===== src/rtl/sram_ctrl_pkg.sv =====
// Shared types for the SRAM port controller: FSM states, grant encoding and
// strobe-counter sizing.
package sram_ctrl_pkg;

  typedef enum logic [1:0] {
    IDLE   = 2'd0,
    SETUP  = 2'd1,
    STROBE = 2'd2,
    HOLD   = 2'd3
  } state_e;

  typedef enum logic [1:0] {
    GNT_A   = 2'd0,
    GNT_B   = 2'd1,
    GNT_CLR = 2'd2
  } grant_e;

  localparam int STROBE_CNT_BITS = 4;

  // Strobe length clamped into the range the 4-bit down-counter can express.
  function automatic logic [STROBE_CNT_BITS-1:0] eff_wait(input int w);
    if (w < 1) begin
      return 4'd1;
    end else if (w > 15) begin
      return 4'd15;
    end else begin
      return w[STROBE_CNT_BITS-1:0];
    end
  endfunction

endpackage


===== src/rtl/sram_clear_seq.sv =====
// Sweep-clear sequencer: busy flag, address counter with wrap detect and a
// one-cycle done pulse. Only instantiated when SRAM_CLEAR_EN is defined.
module sram_clear_seq
  import sram_ctrl_pkg::*;
#(
  parameter int ADDR_BITS = 11
) (
  input  logic                 clk,
  input  logic                 nreset,
  input  logic                 start,
  input  logic                 step,
  output logic                 busy,
  output logic                 done,
  output logic [ADDR_BITS-1:0] addr
);

  logic                 busy_q, busy_d;
  logic                 done_q, done_d;
  logic [ADDR_BITS-1:0] addr_q, addr_d;

  always_ff @(posedge clk or negedge nreset) begin
    if (!nreset) begin
      busy_q <= 1'b0;
      done_q <= 1'b0;
      addr_q <= '0;
    end else begin
      busy_q <= busy_d;
      done_q <= done_d;
      addr_q <= addr_d;
    end
  end

  always_comb begin
    busy_d = busy_q;
    done_d = 1'b0;
    addr_d = addr_q;
    if (start && !busy_q) begin
      busy_d = 1'b1;
      addr_d = '0;
    end
    // step fires on the STROBE->HOLD edge, so done lands in the HOLD cycle
    if (step && busy_q) begin
      addr_d = addr_q + ADDR_BITS'(1);
      if (addr_q == {ADDR_BITS{1'b1}}) begin
        busy_d = 1'b0;
        done_d = 1'b1;
      end
    end
  end

  assign busy = busy_q;
  assign done = done_q;
  assign addr = addr_q;

endmodule


===== src/rtl/sram_port_ctrl.sv =====
// Two-client (video read A, CPU read/write B) front end for an async SRAM.
// Optional sweep-clear engine is enabled with `define SRAM_CLEAR_EN.
module sram_port_ctrl
  import sram_ctrl_pkg::*;
#(
  parameter int                   DATA_BITS   = 8,
  parameter int                   ADDR_BITS   = 11,
  parameter int                   WAIT_CYCLES = 1,
  parameter logic [DATA_BITS-1:0] CLEAR_VALUE = '0
) (
  input  logic                 clk,
  input  logic                 nreset,
  input  logic                 a_req,
  input  logic [ADDR_BITS-1:0] a_addr,
  output logic                 a_ack,
  output logic [DATA_BITS-1:0] a_rdata,
  input  logic                 b_req,
  input  logic                 b_we,
  input  logic [ADDR_BITS-1:0] b_addr,
  input  logic [DATA_BITS-1:0] b_wdata,
  output logic                 b_ack,
  output logic [DATA_BITS-1:0] b_rdata,
  input  logic                 clear_start,
  output logic                 clear_busy,
  output logic                 clear_done,
  output logic [ADDR_BITS-1:0] sram_addr,
  output logic                 sram_nen,
  output logic                 sram_nwe,
  output logic [DATA_BITS-1:0] sram_din,
  input  logic [DATA_BITS-1:0] sram_dout
);

  localparam logic [STROBE_CNT_BITS-1:0] STROBE_LOAD =
    eff_wait(WAIT_CYCLES) - STROBE_CNT_BITS'(1);

  state_e                     state_q, state_d;
  grant_e                     grant_q, grant_d;
  grant_e                     last_grant_q, last_grant_d;
  logic                       we_q, we_d;
  logic [STROBE_CNT_BITS-1:0] cnt_q, cnt_d;

  logic [ADDR_BITS-1:0] sram_addr_q, sram_addr_d;
  logic [DATA_BITS-1:0] sram_din_q, sram_din_d;
  logic                 sram_nen_q, sram_nen_d;
  logic                 sram_nwe_q, sram_nwe_d;
  logic                 a_ack_q, a_ack_d;
  logic                 b_ack_q, b_ack_d;
  logic [DATA_BITS-1:0] a_rdata_q, a_rdata_d;
  logic [DATA_BITS-1:0] b_rdata_q, b_rdata_d;

  logic                 clr_busy;
  logic [ADDR_BITS-1:0] clr_addr;
  logic                 strobe_last;

  assign strobe_last = (state_q == STROBE) && (cnt_q == '0);

`ifdef SRAM_CLEAR_EN
  logic clr_step;
  assign clr_step = strobe_last && (grant_q == GNT_CLR);

  sram_clear_seq #(
    .ADDR_BITS(ADDR_BITS)
  ) u_clear_seq (
    .clk   (clk),
    .nreset(nreset),
    .start (clear_start),
    .step  (clr_step),
    .busy  (clr_busy),
    .done  (clear_done),
    .addr  (clr_addr)
  );
  assign clear_busy = clr_busy;
`else
  logic unused_clear_start;
  assign unused_clear_start = clear_start;
  assign clr_busy   = 1'b0;
  assign clr_addr   = '0;
  assign clear_busy = 1'b0;
  assign clear_done = 1'b0;
`endif

  // Async reset pulls nen/nwe high at once, aborting any write in flight.
  always_ff @(posedge clk or negedge nreset) begin
    if (!nreset) begin
      state_q      <= IDLE;
      grant_q      <= GNT_B;
      last_grant_q <= GNT_B;
      we_q         <= 1'b0;
      cnt_q        <= '0;
      sram_addr_q  <= '0;
      sram_din_q   <= '0;
      sram_nen_q   <= 1'b1;
      sram_nwe_q   <= 1'b1;
      a_ack_q      <= 1'b0;
      b_ack_q      <= 1'b0;
      a_rdata_q    <= '0;
      b_rdata_q    <= '0;
    end else begin
      state_q      <= state_d;
      grant_q      <= grant_d;
      last_grant_q <= last_grant_d;
      we_q         <= we_d;
      cnt_q        <= cnt_d;
      sram_addr_q  <= sram_addr_d;
      sram_din_q   <= sram_din_d;
      sram_nen_q   <= sram_nen_d;
      sram_nwe_q   <= sram_nwe_d;
      a_ack_q      <= a_ack_d;
      b_ack_q      <= b_ack_d;
      a_rdata_q    <= a_rdata_d;
      b_rdata_q    <= b_rdata_d;
    end
  end

  always_comb begin
    state_d      = state_q;
    grant_d      = grant_q;
    last_grant_d = last_grant_q;
    we_d         = we_q;
    cnt_d        = cnt_q;
    case (state_q)
      IDLE: begin
        if (clr_busy) begin
          grant_d = GNT_CLR;
          we_d    = 1'b1;
          state_d = SETUP;
        end else if (a_req && (!b_req || (last_grant_q == GNT_B))) begin
          grant_d      = GNT_A;
          last_grant_d = GNT_A;
          we_d         = 1'b0;
          state_d      = SETUP;
        end else if (b_req) begin
          grant_d      = GNT_B;
          last_grant_d = GNT_B;
          we_d         = b_we;
          state_d      = SETUP;
        end
      end
      SETUP: begin
        cnt_d   = STROBE_LOAD;
        state_d = STROBE;
      end
      STROBE: begin
        if (cnt_q == '0) begin
          state_d = HOLD;
        end else begin
          cnt_d = cnt_q - STROBE_CNT_BITS'(1);
        end
      end
      HOLD: state_d = IDLE;
      default: state_d = IDLE;
    endcase
  end

  // Outputs are registered: each branch computes the value for the next state.
  always_comb begin
    sram_addr_d = sram_addr_q;
    sram_din_d  = sram_din_q;
    sram_nen_d  = sram_nen_q;
    sram_nwe_d  = sram_nwe_q;
    a_ack_d     = 1'b0;
    b_ack_d     = 1'b0;
    a_rdata_d   = a_rdata_q;
    b_rdata_d   = b_rdata_q;
    case (state_q)
      IDLE: begin
        if (state_d == SETUP) begin
          sram_nen_d = 1'b0;
          sram_nwe_d = 1'b1;
          case (grant_d)
            GNT_A: sram_addr_d = a_addr;
            GNT_B: begin
              sram_addr_d = b_addr;
              sram_din_d  = b_wdata;
            end
            GNT_CLR: begin
              sram_addr_d = clr_addr;
              sram_din_d  = CLEAR_VALUE;
            end
            default: sram_addr_d = sram_addr_q;
          endcase
        end
      end
      SETUP: sram_nwe_d = ~we_q;
      STROBE: begin
        if (strobe_last) begin
          sram_nwe_d = 1'b1;
          if (grant_q == GNT_A) begin
            a_ack_d   = 1'b1;
            a_rdata_d = sram_dout;
          end else if (grant_q == GNT_B) begin
            b_ack_d = 1'b1;
            if (!we_q) begin
              b_rdata_d = sram_dout;
            end
          end
        end
      end
      HOLD: begin
        sram_nen_d = 1'b1;
        sram_nwe_d = 1'b1;
      end
      default: begin
        sram_nen_d = 1'b1;
        sram_nwe_d = 1'b1;
      end
    endcase
  end

  assign sram_addr = sram_addr_q;
  assign sram_din  = sram_din_q;
  assign sram_nen  = sram_nen_q;
  assign sram_nwe  = sram_nwe_q;
  assign a_ack     = a_ack_q;
  assign b_ack     = b_ack_q;
  assign a_rdata   = a_rdata_q;
  assign b_rdata   = b_rdata_q;

endmodule


===== config.mk =====
export PLATFORM = sky130hd
export DESIGN_NAME = sram_port_ctrl
export DESIGN_NICKNAME = d
export VERILOG_FILES = /design/src/rtl/sram_ctrl_pkg.sv /design/src/rtl/sram_clear_seq.sv /design/src/rtl/sram_port_ctrl.sv
export SDC_FILE = /design/constraint.sdc
export NUM_CORES = 1
export LEC_CHECK = 0
export ABC_AREA = 1
export ABC_CLOCK_PERIOD_IN_PS = 2990
export BUFFER_PORTS_ARGS = -buffer_cell sky130_fd_sc_hd__buf_4
export CAP_MARGIN = 20
export CORE_MARGIN = 2
export CORE_UTILIZATION = 30
export CTS_BUF_LIST = sky130_fd_sc_hd__clkbuf_4
export CTS_CLUSTER_SIZE = 30
export DETAILED_ROUTE_END_ITERATION = 8
export PLACE_DENSITY = 0.52
export SYNTH_ARGS = -nofsm -noshare
export SYNTH_HDL_FRONTEND = slang
export SYNTH_SLANG_ARGS = --single-unit

===== constraint.sdc =====
create_clock -name clk -period 2.99 [get_ports clk]
set_clock_uncertainty 0.15 [all_clocks]
set_input_delay 0 -clock clk [delete_from_list [all_inputs] [get_ports clk]]
set_output_delay 0 -clock clk [all_outputs]
set_load 0.01 [all_outputs]

==> results of run 1 <==
## metal layers
metal,track usage,vias up,part of all wire
li1,-,1144,-
met1,0.182,999,0.45
met2,0.246,59,0.49
met3,0.0257,9,0.050
met4,0.0435,0,0.012
met5,0,-,0
## path summary, 6_finish.rpt
kind,cells after the start,to
max,13,sram_addr[5]
min,2,cnt_q[2]
max reg2reg,13,sram_addr[5]
min reg2reg,2,sram_nwe
max in group asynchronous,2,a_rdata[3]
min in group clk,4,b_rdata[6]
## cell type report
class	count	area (sq um)
clock inverters	3	17.5
fillers	769	4150
well taps	102	128
clock buffers	5	37.5
inverters	37	139
repair buffers	133	1110
multi-input cells	187	988
flip-flops and latches	49	1230
## cells in the mapped netlist
cell type	count
nor2_8	1
buf_12	1
inv_1	36
buf_1	1
o21ai_1	1
nand4_1	2
xnor2_1	1
nor2_1	9
o21ai_0	23
nand2_4	1
buf_4	2
nand3_1	25
nor4_4	1
nand2_1	90
buf_2	2
ha_1	9
nand3_2	10
inv_2	1
clkbuf_1	4
nor3_1	1
nor2_2	2
buf_6	2
a21oi_1	1
dfrtp_1	45
dfstp_2	4
o22ai_1	3
conb_1	1
nand2_2	5
## power by group through the flow
stage	Clock (mW)	Sequential [mW]	Combinational, mW
6_report	0.312	1.10	1.61
5_1_grt	0.345	1.13	1.82
4_1_cts	0.326	1.10	1.60
3_5_place_dp	0	1.11	1.51
3_3_place_gp	0	1.12	1.50
2_1_floorplan	0	1.21	0.817
## sequential cells by signal, indices dropped and copies added (netlist names), 2 cells and up
name,count
state_q,2
cnt_q,4
grant_q,2
sram_din,8
b_rdata,8
a_rdata,8
sram_addr,11
## critical path, delay by kind of cell, from the launching register on
| family | cells | cell delay, ns |
|---|---|---|
| adder cells (fa/ha/maj) | 2 | 0.54 |
| flip-flops | 1 | 0.44 |
| AND/OR/NAND/NOR | 4 | 0.24 |
| AO/OA/AOI/OAI | 2 | 0.26 |
| buffers and inverters | 5 | 1.09 |
## cells in the final DEF, fill, tap and decap left out, drive strengths merged, types with 4 or more instances in the layout
cell type    Yosys  routed
nor2            12      12
dfrtp           45      45
inv             37      37
o21ai           24      24
buf              8      87
nand3           35      35
clkbuf           4       5
nand2           96      96
dlygate4sd3      0      46
ha               9       9
dfstp            4       4
## kinds of logic (layout without fill, tap and decap cells)
family,after synthesis,after routing,share of synthesized area
other,1,2,0.00154
AOI/OAI and AO/OA,28,28,0.0591
buffers and inverters,49,178,0.0924
and+or+nand+nor,147,147,0.292
xor gates and xnor gates,1,1,0.00360
DFF,49,49,0.505
adders and majority gates,9,9,0.0462
## stage by stage
step	setup WS [ns]	cell area, sq um	power, mW
2_1_floorplan	0.493	2440	2.02
3_3_place_gp	0.334	3120	2.62
3_5_place_dp	0.278	3120	2.63
4_1_cts	0.0192	3630	3.03
5_1_grt	0.0480	3650	3.30
6_report	0.182	3650	3.02
## what timing repair did
action	CTS	global route
buffers inserted	0	2
resized for setup	0	5
setup endpoints to repair	0	4
hold endpoints to repair	89	0
hold buffers	46	0
==> results.md, run 1 <==
- Distinct cells, synth: 28
- Seq pwr share: 0.365
- DRC viols: 0
- Drt first-iter violations: 104
- R2R Setup Slk: 0.18 ns
- Pwr per Cell Area: 826 nW/um^2
- Initial antenna violation count: 0
- Ports: 85
- Vias: 2211
- Period utilisation layout: 0.939
- Core area: ~7800 sq um
- Vias in the first global route: 2172
- Max-slew headroom: 0.576
- Comb pwr share: 0.532
- Starting density of the core: 0.312
- Int Power: 1.77 mW
- Top post-synthesis cells by area: dfrtp_1 (46%), nand2_1 (14%), inv_1 (5.5%)
- Mapped Avg Cell Area: 8.58 sq um
- Endpoints failing setup: 0
- Gpl congestion: about 0.72
- Critical Path AT: 2.94 ns
- Maxcap violations: 0
- DRT Wirelength: 5.98 mm
- Yosys reg bits: 49
- DP HPWL: 3.93 mm
- Row cnt: 32
- CP max FO: 11
- Endpoints failing hold: 0
- Area grow syn2layout: 50.0%
- Placed cells: 460
- Slowest Stage Delay on Critical Path: 0.55 ns
- Worst setup path class: reg2reg
- Avg WL per Cell: 11.6 microns
- Synth top area share: 0.462
- Post-layout minimum cycle time: 2.81 ns
- HP Class: in2async
- Sequential fraction of the synthesis area: 0.505
- CP Capture Type: flop
- CTS sink count: 49
- Static Leak: 1.95 nW
- Vias per cell: 4.28
- Critical Path RT: 3.12 ns
- H-tree levels: 2
- Post-Syn Instances: between 200 and 300
- Net Sw Power: 1.25 mW
- First-pass GRT wire length: approximately 10 mm
- Cts bufs inserted: 5
- RSZ-0062 raised after global routing: no
- Crit path max-delay cell type: dlygate4sd3_1
- Crit path launch: state_q[0]
- PortBufs: 81
- Largest net degree at the start of global routing: 50
- Clk root buf: clkbuf_4
- Setup TNS: 0 ns
- Reg2reg start: state_q[0]
- Final Util: 0.468
- Share of cells above drive strength 1: 0.297
- Clk pwr share: 0.103
- Largest area contributor in the netlist: dfrtp_1
- Worst-Skew Late Latency: ~0.37 ns
- Status: complete, no violations
- GRT Util Overall: 0.143
- Least-Margin Pin Slew: ~0.64 ns
- Die Span Y: 94.1 microns
- Highest clock rate: 356 MHz
- Inserted Diodes: 0
- Fin cells: 516
- Critical Path Start Type: flop
- Net count, final: around 470
- WHS: 0.0220 ns
- Maximum vdd ir drop: 331 uV
- Sw frac: 0.415
- Mapped Area: around 2400 sq um
- Grt ovf: 0
- First-pass DRT Iterations: 4
- Clk buf depth: 2
- CTS tree: done
- ANT nets after route: 0
- CP most frequent cell: nand2_1
- Die X-Extent: 94.1 microns
- DIE AREA: slightly below 9000 sq um
- Max-slew violations: 0
- Synth warnings: 0
- Clk pin slew, worst setup/hold paths: 0.15 ns
- CP cell instances: inv_1 -> ha_2 -> inv_2 -> o21ai_0 -> o21ai_1 -> inv_1 -> ha_2 -> buf_4 -> nand2_1 -> nand2_1 -> nand3_2 -> dlygate4sd3_1 -> nand2_1
Power figures use the tool's default switching activity.
==> run 2, diff against run 1 <==
Settings changed: GPL_TIMING_DRIVEN set to 0, HOLD_SLACK_MARGIN set to 0.06.
==> run 2 against run 1 <==
Against the previous run: design area increased by 2.5%; global-route usage grew 0.71 points; non-clock buffer count is 9 higher; first-iteration DRC count shrank 39%; critical path depth fell by 1; via count rose by 3.7%; combinational power hardly changed; register-to-register slack gained 0.07 ns; clock power rose by 3%; sequential power about the same; cell count rose by 1.7%; count of clock-buffer cells in the layout up 1; critical path type unchanged; largest power group unchanged; highest routed layer unchanged.
==> results.md, run 2 (synthesis results as in run 1) <==
- Hold EP: b_rdata[5]
- Endpoints failing hold: 0 (unchanged)
- Worst Hold Launch: sram_dout[5]
- Drt first-iter violations: 63 (-39%)
- Commonest cells after routing, fill and taps aside: nand2_1 (90), buf_4 (84), dlygate4sd3_1 (47)
- Static Leak: 2.00 nW (+2.7%)
- CTS tree: done
- Flip-flop count of the largest register after layout: 11 (unchanged)
- FF-to-FF End: sram_din[3]
- PortBufs: 81 (unchanged)
- Inserted Diodes: 0 (unchanged)
- Die Span Y: 94.1 microns (unchanged)
- Commonest non-fill, non-tap cell in the layout: nand2_1
- Grt ovf: 0 (unchanged)
- Avg WL per Cell: 12.2 microns (+5.4%)
- DRT Wirelength: 6.42 mm (+7.2%)
- R2R Setup Slk: 0.25 ns (+0.07 ns)
- Vias: 2293 (+3.7%)
- Largest net degree at the start of global routing: 46 (-8.0%)
- CP Capture Type: flop
- Critical Path AT: 2.87 ns (-0.07 ns)
- Critical Path RT: 3.13 ns (about the same)
- Maxcap violations: 0 (unchanged)
- HP Class: in2reg
- Vias in the first global route: 2299 (+5.8%)
- Pwr per Cell Area: 816 nW/um^2 (-1.3%)
- CP max FO: 10 (-1)
- Final Total Pwr: 3.05 mW (+1.2%)
- Cells on worst reg2reg path: 12 (-1)
- First-pass GRT wire length: 10.6 mm (+5.7%)
- Gpl congestion: 0.766 (+7.0%)
- Core area: 7810 sq um (unchanged)
- Initial antenna violation count: 0 (unchanged)
- Status: complete, no violations
- ANT nets after route: 0 (unchanged)
- DIE AREA: 8860 sq um (unchanged)
- Fin area: 3740 sq um (+2.5%)
- DP HPWL: 4.23 mm (+7.6%)
- First-pass DRT Iterations: 4 (unchanged)
- Area grow syn2layout: 53.7%
- RSZ-0062 raised after global routing: no
- Worst-Skew Late Latency: 0.37 ns (about the same)
- Worst setup path class: reg2reg
- Clk root buf: clkbuf_4
- Share of cells above drive strength 1: 0.298 (+0.000771)
- H-tree levels: 2 (unchanged)
- Reg2reg start: state_q[0]
- Critical Path Start Type: flop
- Cts bufs inserted: 5 (unchanged)
- GRT Util Overall: 0.150 (+0.00711)
- Post-layout minimum cycle time: 2.74 ns (-0.0727 ns)
- Fillers: 781 (+1.6%)
- Hold depth: 4
- Row cnt: 32 (unchanged)
- Net count, final: 475 (+1.9%)
- Endpoints failing setup: 0 (unchanged)
- Fin cells: 525 (+1.7%)
- Highest clock rate: 366 MHz (+2.7%)
- DRC viols: 0 (unchanged)
- Placed cells: 468 (+1.7%)
- Maximum vdd ir drop: 377 uV (+14%)
- Placed cell areas: 3180 sq um (+1.8%)
- Period utilisation layout: 0.915 (-0.0243)
- Die X-Extent: 94.1 microns (unchanged)
- Vias per cell: 4.37 (+1.9%)
- Clk buf depth: 2 (unchanged)
- Clk pin slew, worst setup/hold paths: 0.15 ns (about the same)
- Max-slew violations: 0 (unchanged)
- CTS sink count: 49 (unchanged)
- Starting density of the core: 0.312 (unchanged)
- Final Util: 0.480 (+0.0115)
- Ports: 85 (unchanged)
==> run 2: how the worst max path moves through the flow <==
stage / from / endpoint / slack, ns / cells past startpoint
2_1_floorplan: state_q[0] / sram_din[0] / 0.49 / 11
3_3_place_gp: state_q[0] / sram_din[3] / -0.11 / 11
3_5_place_dp: state_q[0] / sram_din[3] / -0.14 / 11
4_1_cts: state_q[0] / sram_din[3] / 0.06 / 12
5_1_grt: state_q[0] / sram_din[1] / 0.002 / 13
6_report: state_q[0] / sram_din[3] / 0.25 / 12
==> run 2: through the flow <==
step	worst slack [ns]	TNS (ns)	hold slack (ns)
3_5_place_dp	-0.141	-0.989	-0.0756
4_1_cts	0.0564	0	0.277
2_1_floorplan	0.493	0	-0.446
5_1_grt	0.00199	0	0.291
6_report	0.255	0	0.302
3_3_place_gp	-0.106	-0.810	-0.0797
==> run 2: timing repair <==
action / in CTS / in global routing
hold buffers: 48 / 0
setup buffers: 1 / 0
pin swaps: 1 / 0
resized for setup: 0 / 6
setup endpoints to repair: 8 / 19
endpoints found under the hold margin: 89 / 0
gates cloned: 0 / 0
==> run 2: layout make-up <==
class                      count  area [sq um]  share of cell area
buffer                        12          90.1              0.0241
clock buffer                   6          45.0              0.0120
clock inverter                 2          15.0             0.00401
inverter                      37           139              0.0371
multi-input combinational    187           983               0.263
sequential                    49          1230               0.329
tap                          102           128              0.0341
timing repair buffer         130          1110               0.297
==> run 2: routing by layer <==
| metal | global-route usage | share of wire | wire [microns] | vias up |
|---|---|---|---|---|
| li1 | - | - | - | 1164 |
| met1 | 0.188 | 0.46 | 2970 | 1060 |
| met2 | 0.266 | 0.48 | 3100 | 62 |
| met3 | 0.0289 | 0.045 | 286 | 7 |
| met4 | 0.0326 | 0.0083 | 53 | 0 |
| met5 | 0 | 0 | 0 | - |
==> run 2: critical path, cell delays in order, from the launching register on <==
cell and delay (ns):
dfrtp_1 0.44, inv_1 0.15, ha_1 0.28, inv_1 0.17
o21ai_0 0.28, inv_1 0.12, ha_1 0.32, inv_1 0.08
clkbuf_2 0.25, nand4_1 0.11, buf_4 0.19, nand2_1 0.07
nand2_1 0.05
==> run 2: power breakdown <==
group	total, mW	switching, mW	internal (mW)
clock network	0.322	0.220	0.101
registers	1.10	0.151	0.951
logic	1.63	0.911	0.720
